[config.mk]
export PLATFORM = sky130hd
export DESIGN_NAME = mock_uart_rx_flat
export DESIGN_NICKNAME = d
export VERILOG_FILES = /design/src/rtl/mock_uart_rx_pkg.sv /design/src/rtl/mock_uart_rx_if.sv /design/src/rtl/rx_sync_fifo.sv /design/src/rtl/mock_uart_rx.sv /design/src/flat_wrapper.sv
export SDC_FILE = /design/constraint.sdc
export NUM_CORES = 1
export LEC_CHECK = 0
export ABC_AREA = 1
export CORE_MARGIN = 2
export CORE_UTILIZATION = 50
export DETAILED_ROUTE_END_ITERATION = 12
export GPL_TIMING_DRIVEN = 0
export PLACE_DENSITY = 0.82
export SLEW_MARGIN = 40
export SYNTH_ARGS = -nofsm -noshare
export SYNTH_HDL_FRONTEND = slang
export SYNTH_HIERARCHICAL = 1
export SYNTH_SLANG_ARGS = --single-unit
[constraint.sdc]
create_clock -name clk_i -period 3 [get_ports clk_i]
set_clock_uncertainty 0.1 [all_clocks]
set_input_delay 0.6 -clock clk_i [delete_from_list [all_inputs] [get_ports clk_i]]
set_output_delay 0.6 -clock clk_i [all_outputs]
set_load 0.1 [all_outputs]
[src/rtl/mock_uart_rx_pkg.sv]
// rtl/mock_uart_rx_pkg.sv - register map and STATUS layout for the mock UART receiver
package mock_uart_rx_pkg;

  localparam logic [1:0] RX_DATA_OFF   = 2'd0;
  localparam logic [1:0] RX_STATUS_OFF = 2'd1;
  localparam logic [1:0] RX_CTRL_OFF   = 2'd2;

  localparam int STATUS_VALID_BIT = 0;
  localparam int STATUS_OVF_BIT   = 1;
  localparam int STATUS_COUNT_LSB = 8;

  typedef struct packed {
    logic [15:0] rsvd_hi;
    logic [7:0]  count;
    logic [5:0]  rsvd_lo;
    logic        overflow;
    logic        valid;
  } rx_status_t;

  // Deep FIFOs (256 entries) need the 9th count bit folded into 8'hFF.
  function automatic logic [7:0] sat_count8(input logic [8:0] c);
    return c[8] ? 8'hFF : c[7:0];
  endfunction

endpackage

[src/rtl/mock_uart_rx_if.sv]
// rtl/mock_uart_rx_if.sv - device-port and host-injection signals of the mock UART receiver
interface mock_uart_rx_if #(
  parameter int DATA_WIDTH = 32
);
  logic                    M_DEVICE_strobe_i;
  logic [31:0]             M_DEVICE_addr_i;
  logic                    M_DEVICE_rw_i;
  logic [DATA_WIDTH/8-1:0] M_DEVICE_byte_enable_i;
  logic [DATA_WIDTH-1:0]   M_DEVICE_core2dev_data_i;
  logic                    M_DEVICE_data_ready_o;
  logic [DATA_WIDTH-1:0]   M_DEVICE_dev2core_data_o;
  logic                    host_valid_i;
  logic [7:0]              host_data_i;
  logic                    host_ready_o;

  modport master (
    output M_DEVICE_strobe_i, M_DEVICE_addr_i, M_DEVICE_rw_i,
    output M_DEVICE_byte_enable_i, M_DEVICE_core2dev_data_i,
    output host_valid_i, host_data_i,
    input  M_DEVICE_data_ready_o, M_DEVICE_dev2core_data_o, host_ready_o
  );

  modport slave (
    input  M_DEVICE_strobe_i, M_DEVICE_addr_i, M_DEVICE_rw_i,
    input  M_DEVICE_byte_enable_i, M_DEVICE_core2dev_data_i,
    input  host_valid_i, host_data_i,
    output M_DEVICE_data_ready_o, M_DEVICE_dev2core_data_o, host_ready_o
  );
endinterface

[src/rtl/rx_sync_fifo.sv]
// rtl/rx_sync_fifo.sv - synchronous FIFO; a push while full is accepted when a pop frees the slot
module rx_sync_fifo #(
  parameter int DEPTH = 16,
  parameter int WIDTH = 8,
  localparam int AW = $clog2(DEPTH),
  localparam int CW = AW + 1
) (
  input  logic             clk_i,
  input  logic             rst_i,
  input  logic             i_push,
  input  logic [WIDTH-1:0] i_data,
  input  logic             i_pop,
  output logic [WIDTH-1:0] o_data,
  output logic             o_full,
  output logic             o_empty,
  output logic [CW-1:0]    o_count
);

  localparam logic [CW-1:0] FULL_CNT = CW'(DEPTH);

  logic [WIDTH-1:0] r_mem [DEPTH];
  logic [AW-1:0]    r_wr_ptr;
  logic [AW-1:0]    r_rd_ptr;
  logic [CW-1:0]    r_count;
  logic             w_do_pop;
  logic             w_do_push;

  assign o_full    = (r_count == FULL_CNT);
  assign o_empty   = (r_count == '0);
  assign o_count   = r_count;
  assign o_data    = r_mem[r_rd_ptr];
  assign w_do_pop  = i_pop && !o_empty;
  assign w_do_push = i_push && (!o_full || w_do_pop);

  always_ff @(posedge clk_i) begin
    if (w_do_push) begin
      r_mem[r_wr_ptr] <= i_data;
    end
  end

  always_ff @(posedge clk_i) begin
    if (rst_i) begin
      r_wr_ptr <= '0;
      r_rd_ptr <= '0;
      r_count  <= '0;
    end else begin
      if (w_do_push) r_wr_ptr <= r_wr_ptr + 1'b1;
      if (w_do_pop)  r_rd_ptr <= r_rd_ptr + 1'b1;
      case ({w_do_push, w_do_pop})
        2'b10:   r_count <= r_count + 1'b1;
        2'b01:   r_count <= r_count - 1'b1;
        default: r_count <= r_count;
      endcase
    end
  end

endmodule

[src/rtl/mock_uart_rx.sv]
// rtl/mock_uart_rx.sv - polled receive-side mock UART on the core device port
// MOCK_UART_RX_IRQ_EN adds the CTRL register and the registered irq_o output.
module mock_uart_rx
  import mock_uart_rx_pkg::*;
#(
  parameter logic [31:0] BASE_ADDR  = 32'hC000_0100,
  parameter int          FIFO_DEPTH = 16,
  parameter int          DATA_WIDTH = 32
) (
  input  logic           clk_i,
  input  logic           rst_i,
  mock_uart_rx_if.slave  bus
`ifdef MOCK_UART_RX_IRQ_EN
  ,
  output logic           irq_o
`endif
);

  localparam int CW = $clog2(FIFO_DEPTH) + 1;

  logic                  w_hit;
  logic [1:0]            w_off;
  logic                  w_rd;
  logic                  w_wr;
  logic                  w_pop;
  logic                  w_full;
  logic                  w_empty;
  logic [7:0]            w_head;
  logic [CW-1:0]         w_count;
  logic                  w_ovf_set;
  logic                  w_ovf_clr;
  rx_status_t            w_status;
  logic [DATA_WIDTH-1:0] w_rdata;
  logic                  w_unused_ok;

  logic                  r_ready;
  logic [DATA_WIDTH-1:0] r_rdata;
  logic                  r_overflow;

  assign w_hit = bus.M_DEVICE_strobe_i && (bus.M_DEVICE_addr_i[31:4] == BASE_ADDR[31:4]);
  assign w_off = bus.M_DEVICE_addr_i[3:2];
  assign w_rd  = w_hit && !bus.M_DEVICE_rw_i;
  assign w_wr  = w_hit && bus.M_DEVICE_rw_i;
  assign w_pop = w_rd && (w_off == RX_DATA_OFF) && !w_empty;

  // A byte arriving on a full FIFO is kept only if this cycle's pop frees a slot.
  assign w_ovf_set = bus.host_valid_i && w_full && !w_pop;
  assign w_ovf_clr = w_wr && (w_off == RX_STATUS_OFF) && bus.M_DEVICE_byte_enable_i[0]
                     && bus.M_DEVICE_core2dev_data_i[STATUS_OVF_BIT];

  assign w_unused_ok = ^{bus.M_DEVICE_addr_i[1:0], bus.M_DEVICE_byte_enable_i,
                         bus.M_DEVICE_core2dev_data_i};

  rx_sync_fifo #(
    .DEPTH (FIFO_DEPTH),
    .WIDTH (8)
  ) u_fifo (
    .clk_i   (clk_i),
    .rst_i   (rst_i),
    .i_push  (bus.host_valid_i),
    .i_data  (bus.host_data_i),
    .i_pop   (w_pop),
    .o_data  (w_head),
    .o_full  (w_full),
    .o_empty (w_empty),
    .o_count (w_count)
  );

`ifdef MOCK_UART_RX_IRQ_EN
  logic r_irq_en;
  logic r_irq;

  always_ff @(posedge clk_i) begin
    if (rst_i) begin
      r_irq_en <= 1'b0;
      r_irq    <= 1'b0;
    end else begin
      if (w_wr && (w_off == RX_CTRL_OFF) && bus.M_DEVICE_byte_enable_i[0]) begin
        r_irq_en <= bus.M_DEVICE_core2dev_data_i[0];
      end
      r_irq <= r_irq_en && !w_empty;
    end
  end

  assign irq_o = r_irq;
`endif

  always_comb begin
    w_status          = '0;
    w_status.count    = sat_count8(9'(w_count));
    w_status.overflow = r_overflow;
    w_status.valid    = !w_empty;
  end

  always_comb begin
    w_rdata = '0;
    case (w_off)
      RX_DATA_OFF:   w_rdata = w_empty ? '0 : DATA_WIDTH'(w_head);
      RX_STATUS_OFF: w_rdata = DATA_WIDTH'(w_status);
`ifdef MOCK_UART_RX_IRQ_EN
      RX_CTRL_OFF:   w_rdata = DATA_WIDTH'(r_irq_en);
`endif
      default:       w_rdata = '0;
    endcase
  end

  always_ff @(posedge clk_i) begin
    if (rst_i) begin
      r_ready    <= 1'b0;
      r_rdata    <= '0;
      r_overflow <= 1'b0;
    end else begin
      r_ready <= w_hit;
      r_rdata <= w_rd ? w_rdata : '0;
      if (w_ovf_set) begin
        r_overflow <= 1'b1;
      end else if (w_ovf_clr) begin
        r_overflow <= 1'b0;
      end
    end
  end

  assign bus.M_DEVICE_data_ready_o    = r_ready;
  assign bus.M_DEVICE_dev2core_data_o = r_rdata;
  assign bus.host_ready_o             = !w_full;

endmodule

[src/flat_wrapper.sv]
// flat-port wrapper written by rule: the top's interface ports become plain ports
module mock_uart_rx_flat import mock_uart_rx_pkg::*;
#(
  parameter logic [31:0] BASE_ADDR  = 32'hC000_0100,
  parameter int          FIFO_DEPTH = 16,
  parameter int          DATA_WIDTH = 32
)
  (clk_i, rst_i, bus_M_DEVICE_strobe_i, bus_M_DEVICE_addr_i, bus_M_DEVICE_rw_i, bus_M_DEVICE_byte_enable_i, bus_M_DEVICE_core2dev_data_i, bus_host_valid_i, bus_host_data_i, bus_M_DEVICE_data_ready_o, bus_M_DEVICE_dev2core_data_o, bus_host_ready_o);
  mock_uart_rx_if #(.DATA_WIDTH(DATA_WIDTH)) bus_i ();
  input  logic clk_i;
  input  logic rst_i;
  input wire logic [$bits(bus_i.M_DEVICE_strobe_i)-1:0] bus_M_DEVICE_strobe_i;
  input wire logic [$bits(bus_i.M_DEVICE_addr_i)-1:0] bus_M_DEVICE_addr_i;
  input wire logic [$bits(bus_i.M_DEVICE_rw_i)-1:0] bus_M_DEVICE_rw_i;
  input wire logic [$bits(bus_i.M_DEVICE_byte_enable_i)-1:0] bus_M_DEVICE_byte_enable_i;
  input wire logic [$bits(bus_i.M_DEVICE_core2dev_data_i)-1:0] bus_M_DEVICE_core2dev_data_i;
  input wire logic [$bits(bus_i.host_valid_i)-1:0] bus_host_valid_i;
  input wire logic [$bits(bus_i.host_data_i)-1:0] bus_host_data_i;
  output wire logic [$bits(bus_i.M_DEVICE_data_ready_o)-1:0] bus_M_DEVICE_data_ready_o;
  output wire logic [$bits(bus_i.M_DEVICE_dev2core_data_o)-1:0] bus_M_DEVICE_dev2core_data_o;
  output wire logic [$bits(bus_i.host_ready_o)-1:0] bus_host_ready_o;
  assign bus_i.M_DEVICE_strobe_i = bus_M_DEVICE_strobe_i;
  assign bus_i.M_DEVICE_addr_i = bus_M_DEVICE_addr_i;
  assign bus_i.M_DEVICE_rw_i = bus_M_DEVICE_rw_i;
  assign bus_i.M_DEVICE_byte_enable_i = bus_M_DEVICE_byte_enable_i;
  assign bus_i.M_DEVICE_core2dev_data_i = bus_M_DEVICE_core2dev_data_i;
  assign bus_i.host_valid_i = bus_host_valid_i;
  assign bus_i.host_data_i = bus_host_data_i;
  assign bus_M_DEVICE_data_ready_o = bus_i.M_DEVICE_data_ready_o;
  assign bus_M_DEVICE_dev2core_data_o = bus_i.M_DEVICE_dev2core_data_o;
  assign bus_host_ready_o = bus_i.host_ready_o;
  mock_uart_rx #(.BASE_ADDR(BASE_ADDR), .FIFO_DEPTH(FIFO_DEPTH), .DATA_WIDTH(DATA_WIDTH)) u_core (.clk_i(clk_i), .rst_i(rst_i), .bus(bus_i));
endmodule
==> Word level (Yosys, flattened, before mapping) <==
Memory sizes are Yosys's and may differ from the RTL's. A register that Yosys moved wholly into a read port is not among the register bits.
Index checks and enable logic that the tools add are counted.
{ "op_classes": {"n_addsub": 4, "bitwise": 1, "n_eq_ne": 5, "n_reduce_logical": 22, "n_mux": 9} }
{ "op_table": {"columns": ["cell", "count"], "rows": [
  ["case mux 32 bit (2 select lines)", 1],
  ["equality test 28 bit (second input constant)", 1],
  ["logical AND 1 bit", 12],
  ["case mux 5 bit (2 select lines)", 1],
  ["adder 4 x 1 -> 4 bit (second input constant)", 2],
  ["2-to-1 mux 4 bit", 2],
  ["2-to-1 mux 8 bit", 1],
  ["adder 5 x 1 -> 5 bit (second input constant)", 1],
  ["equality test 5 bit (second input constant)", 1],
  ["logical NOT 5 bit", 1],
  ["subtractor 5 x 1 -> 5 bit (second input constant)", 1],
  ["equality test 2 x 1 -> 1 bit (second input constant)", 2],
  ["logical NOT 1 bit", 4],
  ["2-to-1 mux 1 bit", 4],
  ["nonzero test 2 bit", 2],
  ["equality test 2 bit (second input constant)", 1],
  ["logical NOT 2 bit", 1],
  ["OR reduction 2 bit", 1],
  ["logical OR 1 bit", 1],
  ["NOT 1 bit", 1]
]} }
{ "word_totals": {"out_inout_bits": 34, "ram_bits": 128, "memories": 1, "wordCells": 48, "reg_bits": 47} }
{ "mem_list": {"columns": ["name", "words", "width", "rd", "rd_ports_with_merged_regs", "wr", "line_no", "text"], "rows": [
  ["u_core.u_fifo.r_mem", 16, 8, 1, 1, 1, "rx_sync_fifo.sv:21", "logic [WIDTH-1:0] r_mem [DEPTH];"]
]} }

==> Depth between registers and ports, before layout <==
Gate-level depths: netlist of run 1.
{ "logic_depth": {"ltp_word": 10, "depth_mapped": 19} }

==> Cells and area by module <==
Netlist of run 1, hierarchy kept.
{ "modules_own_cells": {"columns": ["mod", "instances", "area_each_um2", "cells_per_inst"], "rows": [
  ["rx_sync_fifo", 1, 6157.2, 536],
  ["mock_uart_rx", 1, 813.3, 119]
]} }

==> Worst setup path after synthesis of run 1 <==
No wires, ideal clock.
{ "synth_path": {"kind": "input-to-reg", "start": "in bus_M_DEVICE_addr_i[21]", "end": "reg u_core.u_fifo.r_count[4] (netlist: u_core/u_fifo/o_count[4])", "t_required_ps": 2785, "arrival_ps": 2293, "setup_slack_ps": 492, "n_path_buf": 0, "setup_ps": 115, "cell_stages": 15, "cell_sequence": "nor2_1 and2_1 nand2_1 nor2_2 nand3_1 inv_1 nand2_2 inv_2 nand2_4 fa_1 nand3b_1 nand3_1 nand2_1 a21oi_1 nor2_1"} }
{ "synth_via": {"elab_chain_len": 10} }
{ "synth_lines": {"columns": ["item", "line_no", "text"], "rows": [
  ["from (decl)", "flat_wrapper.sv:13", "input wire logic [$bits(bus_i.M_DEVICE_addr_i)-1:0] bus_M_DEVICE_addr_i;"],
  ["equality test 28 bit (*)", "mock_uart_rx.sv:40", "assign w_hit = bus.M_DEVICE_strobe_i && (bus.M_DEVICE_addr_i[31:4] == BASE_ADDR[31:4]);"],
  ["logical AND 1 bit (*)", "mock_uart_rx.sv:40", null],
  ["logical AND 1 bit (*)", "mock_uart_rx.sv:42", "assign w_rd = w_hit && !bus.M_DEVICE_rw_i;"],
  ["logical AND 1 bit (*) (2 in a row)", "mock_uart_rx.sv:44", "assign w_pop = w_rd && (w_off == RX_DATA_OFF) && !w_empty;"],
  ["named net u_core.w_pop", "mock_uart_rx.sv:25", "logic w_pop;"],
  ["logical AND 1 bit (*)", "rx_sync_fifo.sv:32", "assign w_do_pop = i_pop && !o_empty;"],
  ["logical OR 1 bit", "rx_sync_fifo.sv:33", "assign w_do_push = i_push && (!o_full || w_do_pop);"],
  ["logical AND 1 bit", "rx_sync_fifo.sv:33", null],
  ["equality test 2 x 1 -> 1 bit or equality test 2 bit (tied branches)", "rx_sync_fifo.sv:49", "case ({w_do_push, w_do_pop})"],
  ["case mux 5 bit (2 select lines) or nonzero test 2 bit (tied branches)", null, null],
  ["to (signal assigned)", "rx_sync_fifo.sv:50", "2'b10: r_count <= r_count + 1'b1;"],
  ["to (signal assigned)", "rx_sync_fifo.sv:51", "2'b01: r_count <= r_count - 1'b1;"],
  ["to (signal assigned)", "rx_sync_fifo.sv:52", "default: r_count <= r_count;"],
  ["to (decl)", "rx_sync_fifo.sv:24", "logic [CW-1:0] r_count;"]
]} }
The timed path passes the listed nets; every way through them passes the cells marked *.
A chain may end at the register's enable or synchronous reset.

==> Worst setup path in the final report of run 1 <==
{ "layout_path": {"start": "in bus_M_DEVICE_addr_i[3]", "end": "mem u_core.u_fifo.r_mem[9][5] (enable)"} }
{ "layout_via": {"elab_chain_len": 8} }
{ "layout_lines": {"columns": ["item", "line_no", "text"], "rows": [
  ["logical NOT 2 bit", "mock_uart_rx.sv:44", null],
  ["logical AND 1 bit (2 in a row)", "mock_uart_rx.sv:44", null],
  ["named net u_core.w_pop", "mock_uart_rx.sv:25", null],
  ["logical AND 1 bit", "rx_sync_fifo.sv:32", null],
  ["logical OR 1 bit", "rx_sync_fifo.sv:33", null],
  ["logical AND 1 bit", "rx_sync_fifo.sv:33", null],
  ["2-to-1 mux 1 bit", "rx_sync_fifo.sv:36", "if (w_do_push) begin"],
  ["2-to-1 mux 1 bit (not written as such)", "rx_sync_fifo.sv:37", "r_mem[r_wr_ptr] <= i_data;"],
  ["to (decl)", "rx_sync_fifo.sv:21", null]
]} }
The timed path passes the listed nets, and every way through them passes these cells.

==> results_dict.tcl, run 1 <==
set metrics [dict create \
    status "finished, final reports clean" \
    grt_pass1_vias 4663 \
    gr-usage-all-layers 0.225 \
    core-area_um2 13800 \
    cts-root-buf "clkbuf_16" \
    rows 43 \
    layout_setup_ws_ps 125 \
    layout.nets 841 \
    grt-ovfl-total 0 \
    worstSetupPathType "input pin to flip-flop" \
    crit_top_cell "inv_2" \
    nFillCells 1128 \
    cp_num_buf_inv 4 \
    remaining_drc_errors 0 \
    min_period_ps 2880 \
    p_per_area_nw_per_um2 575 \
    gp_congestion 0.943 \
    rsz0062_at_grt "no" \
    grt_pass1_wl_mm 24.6 \
    fin_tns_setup_ps 0 \
    cts_buffers 17 \
    hold_viol_final 0 \
    cts.sinks 160 \
    final_common_cell "edfxtp_1" \
    netlist_instances 655 \
    die_area_um2 14900 \
    ioPinCount 115 \
    hold_depth 2 \
    post-route-util 0.609 \
    p_switching_mw 1.07 \
    cts_max_level 4 \
    start_util 0.506 \
    critPathMaxStageDelay_ps 690 \
    switching_share 0.221 \
    postCtsSetupRepairBufs 0 \
    crit_fanout 8 \
    vias_per_cell 5.16 \
    whs_ps 386 \
    hold_path_class "flip-flop to flip-flop" \
    die_y_um 122 \
    ys_types 33 \
    grt_max_degree 17 \
    clk_pin_slew_ps 60 \
    final_area_um2 8390 \
    wirelength_mm 15.7 \
    p_comb_frac 0.066 \
    layout_common_cells "edfxtp_1 (128), inv_1 (97), nand2_1 (77)" \
    max_freq_mhz 348 \
    cp_num_cells 10 \
    dpl_cell_area_um2 7780 \
    final_layout_size_suffix_gt1_frac 0.149 \
    cts_tree "done" \
    finalCritPeriodShare 0.958 \
    crit_chain "clkdlybuf4s50_1 -> nor2_2 -> nand3_1 -> inv_2 -> nand3_2 -> inv_2 -> o21ai_4 -> inv_4 -> nand2_1 -> nor2_1" \
    syn2layout_area_growth_pct 20.4 \
    wl_per_cell_um 16.6 \
    required_ps 2940 \
    max_slew_margin 0.432 \
    p_total_mw 4.82 \
    io_buffers 59 \
    crit_family "simple AND/OR/NAND/NOR gates" \
    slowest_stage "nor2_1" \
    pwr-share-clk 0.429 \
    yosys_warnings 6 \
    hpwl_mm 11.0 \
    endpoint_kind "flip-flop" \
    maxCapViolations 0 \
    synth_seq_cells 160 \
    tightest_slew_ps 848 \
    netlist_area_um2 6970 \
    dieWidth_um 122 \
    synth-seq-area-share 0.643 \
    cp-start-kind "input pin" \
    power.internal_mw 3.76 \
    reg2regPathDepth 12 \
    dr.pass1.iters 5 \
    leakagePower_nw 3.29 \
    ant_nets 0 \
    setup_viol 0 \
    dpl_worst_slack_ps -316 \
    ir_drop_uv 321 \
    grt_antenna_before_repair 0 \
    seq_power_share 0.505 \
    insertion_delay_ps 420 \
    worstPathArrival_ps 2820 \
    syn_area_per_cell_um2 10.6 \
    final_cells 944 \
    drt_iter0_drc 542 \
    clockBufferDepth 2 \
    place.detailed.instances 912 \
    num_antenna_cells 0 \
    num_vias 4870 \
    maxSlewViolCount 0 \
]
Yosys cell counts:
master,number,share of area
edfxtp_1,128,0.55
inv_1,99,0.053
nand2_1,77,0.041
nand3_1,63,0.045
nor2_1,57,0.031
o21ai_0,41,0.029
a21oi_1,40,0.029
dfxtp_1,32,0.092
o211ai_1,32,0.034
buf_4,19,0.020
buf_2,17,0.012
ha_1,8,0.014
nor2_2,6,0.0054
clkbuf_1,5,0.0027
nand2_2,4,0.0036
buf_6,3,0.0048
nand2_4,3,0.0048
and2_1,2,0.0018
inv_2,2,0.0011
nand3_2,2,0.0029
nor2_4,2,0.0032
xor2_1,2,0.0025
a21oi_2,1,0.0013
a32oi_1,1,0.0013
buf_1,1,0.00054
clkinv_2,1,0.00072
conb_1,1,0.00054
fa_1,1,0.0029
inv_4,1,0.00090
nand3b_1,1,0.0011
nor3_1,1,0.00072
o21ai_4,1,0.0023
xnor2_1,1,0.0013
power groups by stage:
stage,combinational (mW),sequential [mW],clock (mW)
floorplan,0.201,2.48,0
global placement,0.310,2.48,0
detailed placement,0.314,2.48,0
CTS,0.315,2.44,2.09
global route,0.344,2.44,2.18
finish,0.318,2.44,2.07
routing by layer:
layer / vias to the layer above / wire length [um] / global-route usage
li1: 2366 / - / -
met1: 2250 / 6640 / 0.292
met2: 218 / 7430 / 0.363
met3: 36 / 977 / 0.0393
met4: 0 / 655 / 0.119
met5: - / 0 / 0
cell type report:
cell class / count / area, um^2 / share of cell area
clock buffer: 23 / 522 / 0.0622
clock inverter: 9 / 66.3 / 0.00790
timing repair buffer: 59 / 515 / 0.0614
inverter: 103 / 390 / 0.0465
sequential: 160 / 4480 / 0.534
buffer: 45 / 284 / 0.0338
multi-input combinational: 365 / 1910 / 0.227
tap: 180 / 225 / 0.0268
sequential cells by signal, indices dropped and copies added, names as in the netlist, named ones only:
| register | count |
|---|---|
| u_core/u_fifo/r_mem | 128 |
| u_core/bus.M_DEVICE_dev2core_data_o | 13 |
| u_core/u_fifo/o_count | 5 |
| u_core/u_fifo/r_rd_ptr | 4 |
| u_core/u_fifo/r_wr_ptr | 4 |
| u_core/bus.M_DEVICE_data_ready_o | 1 |
| u_core/r_overflow | 1 |
timing repair:
action | in CTS | in global routing
hold buffers | 0 | 0
endpoints found under the setup margin | 0 | 122
gates resized for setup | 0 | 9
tightest hold or removal path: cells and delay by family (launching register included):
family | cells | cell delay (ps)
flip-flops | 1 | 320
buffers and inverters | 1 | 60
AO/OA/AOI/OAI | 1 | 60
kinds of logic after synthesis:
logic type / count (synthesis) / synth area share
buffers and inverters: 148 / 0.0968
other: 1 / 0.000538
AO/OA/AOI/OAI: 116 / 0.0975
AND/OR/NAND/NOR: 218 / 0.141
flip-flops: 160 / 0.643
adder cells (fa/ha/maj): 9 / 0.0172
XOR/XNOR: 3 / 0.00377
worst paths after layout:
check	from	end	slack, ps
max	bus_M_DEVICE_addr_i[3]	u_core/u_fifo/r_mem[9][5]$_DFFE_PP_	120
max reg2reg	u_core/u_fifo/o_count[1]$_SDFFE_PP0P_	u_core/u_fifo/r_mem[9][5]$_DFFE_PP_	220
min	u_core/u_fifo/r_rd_ptr[2]$_SDFFE_PP0N_	u_core/u_fifo/r_rd_ptr[2]$_SDFFE_PP0N_	390
min reg2reg	u_core/u_fifo/r_rd_ptr[2]$_SDFFE_PP0N_	u_core/u_fifo/r_rd_ptr[2]$_SDFFE_PP0N_	390
(Power assumes the default switching activity.)
==> inputs of run 2 (changes only) <==
CTS_CLUSTER_DIAMETER = 100   (was not set)
==> results of run 2 <==
Same layout as run 1: the final DEF is identical, and so are final timing and power.
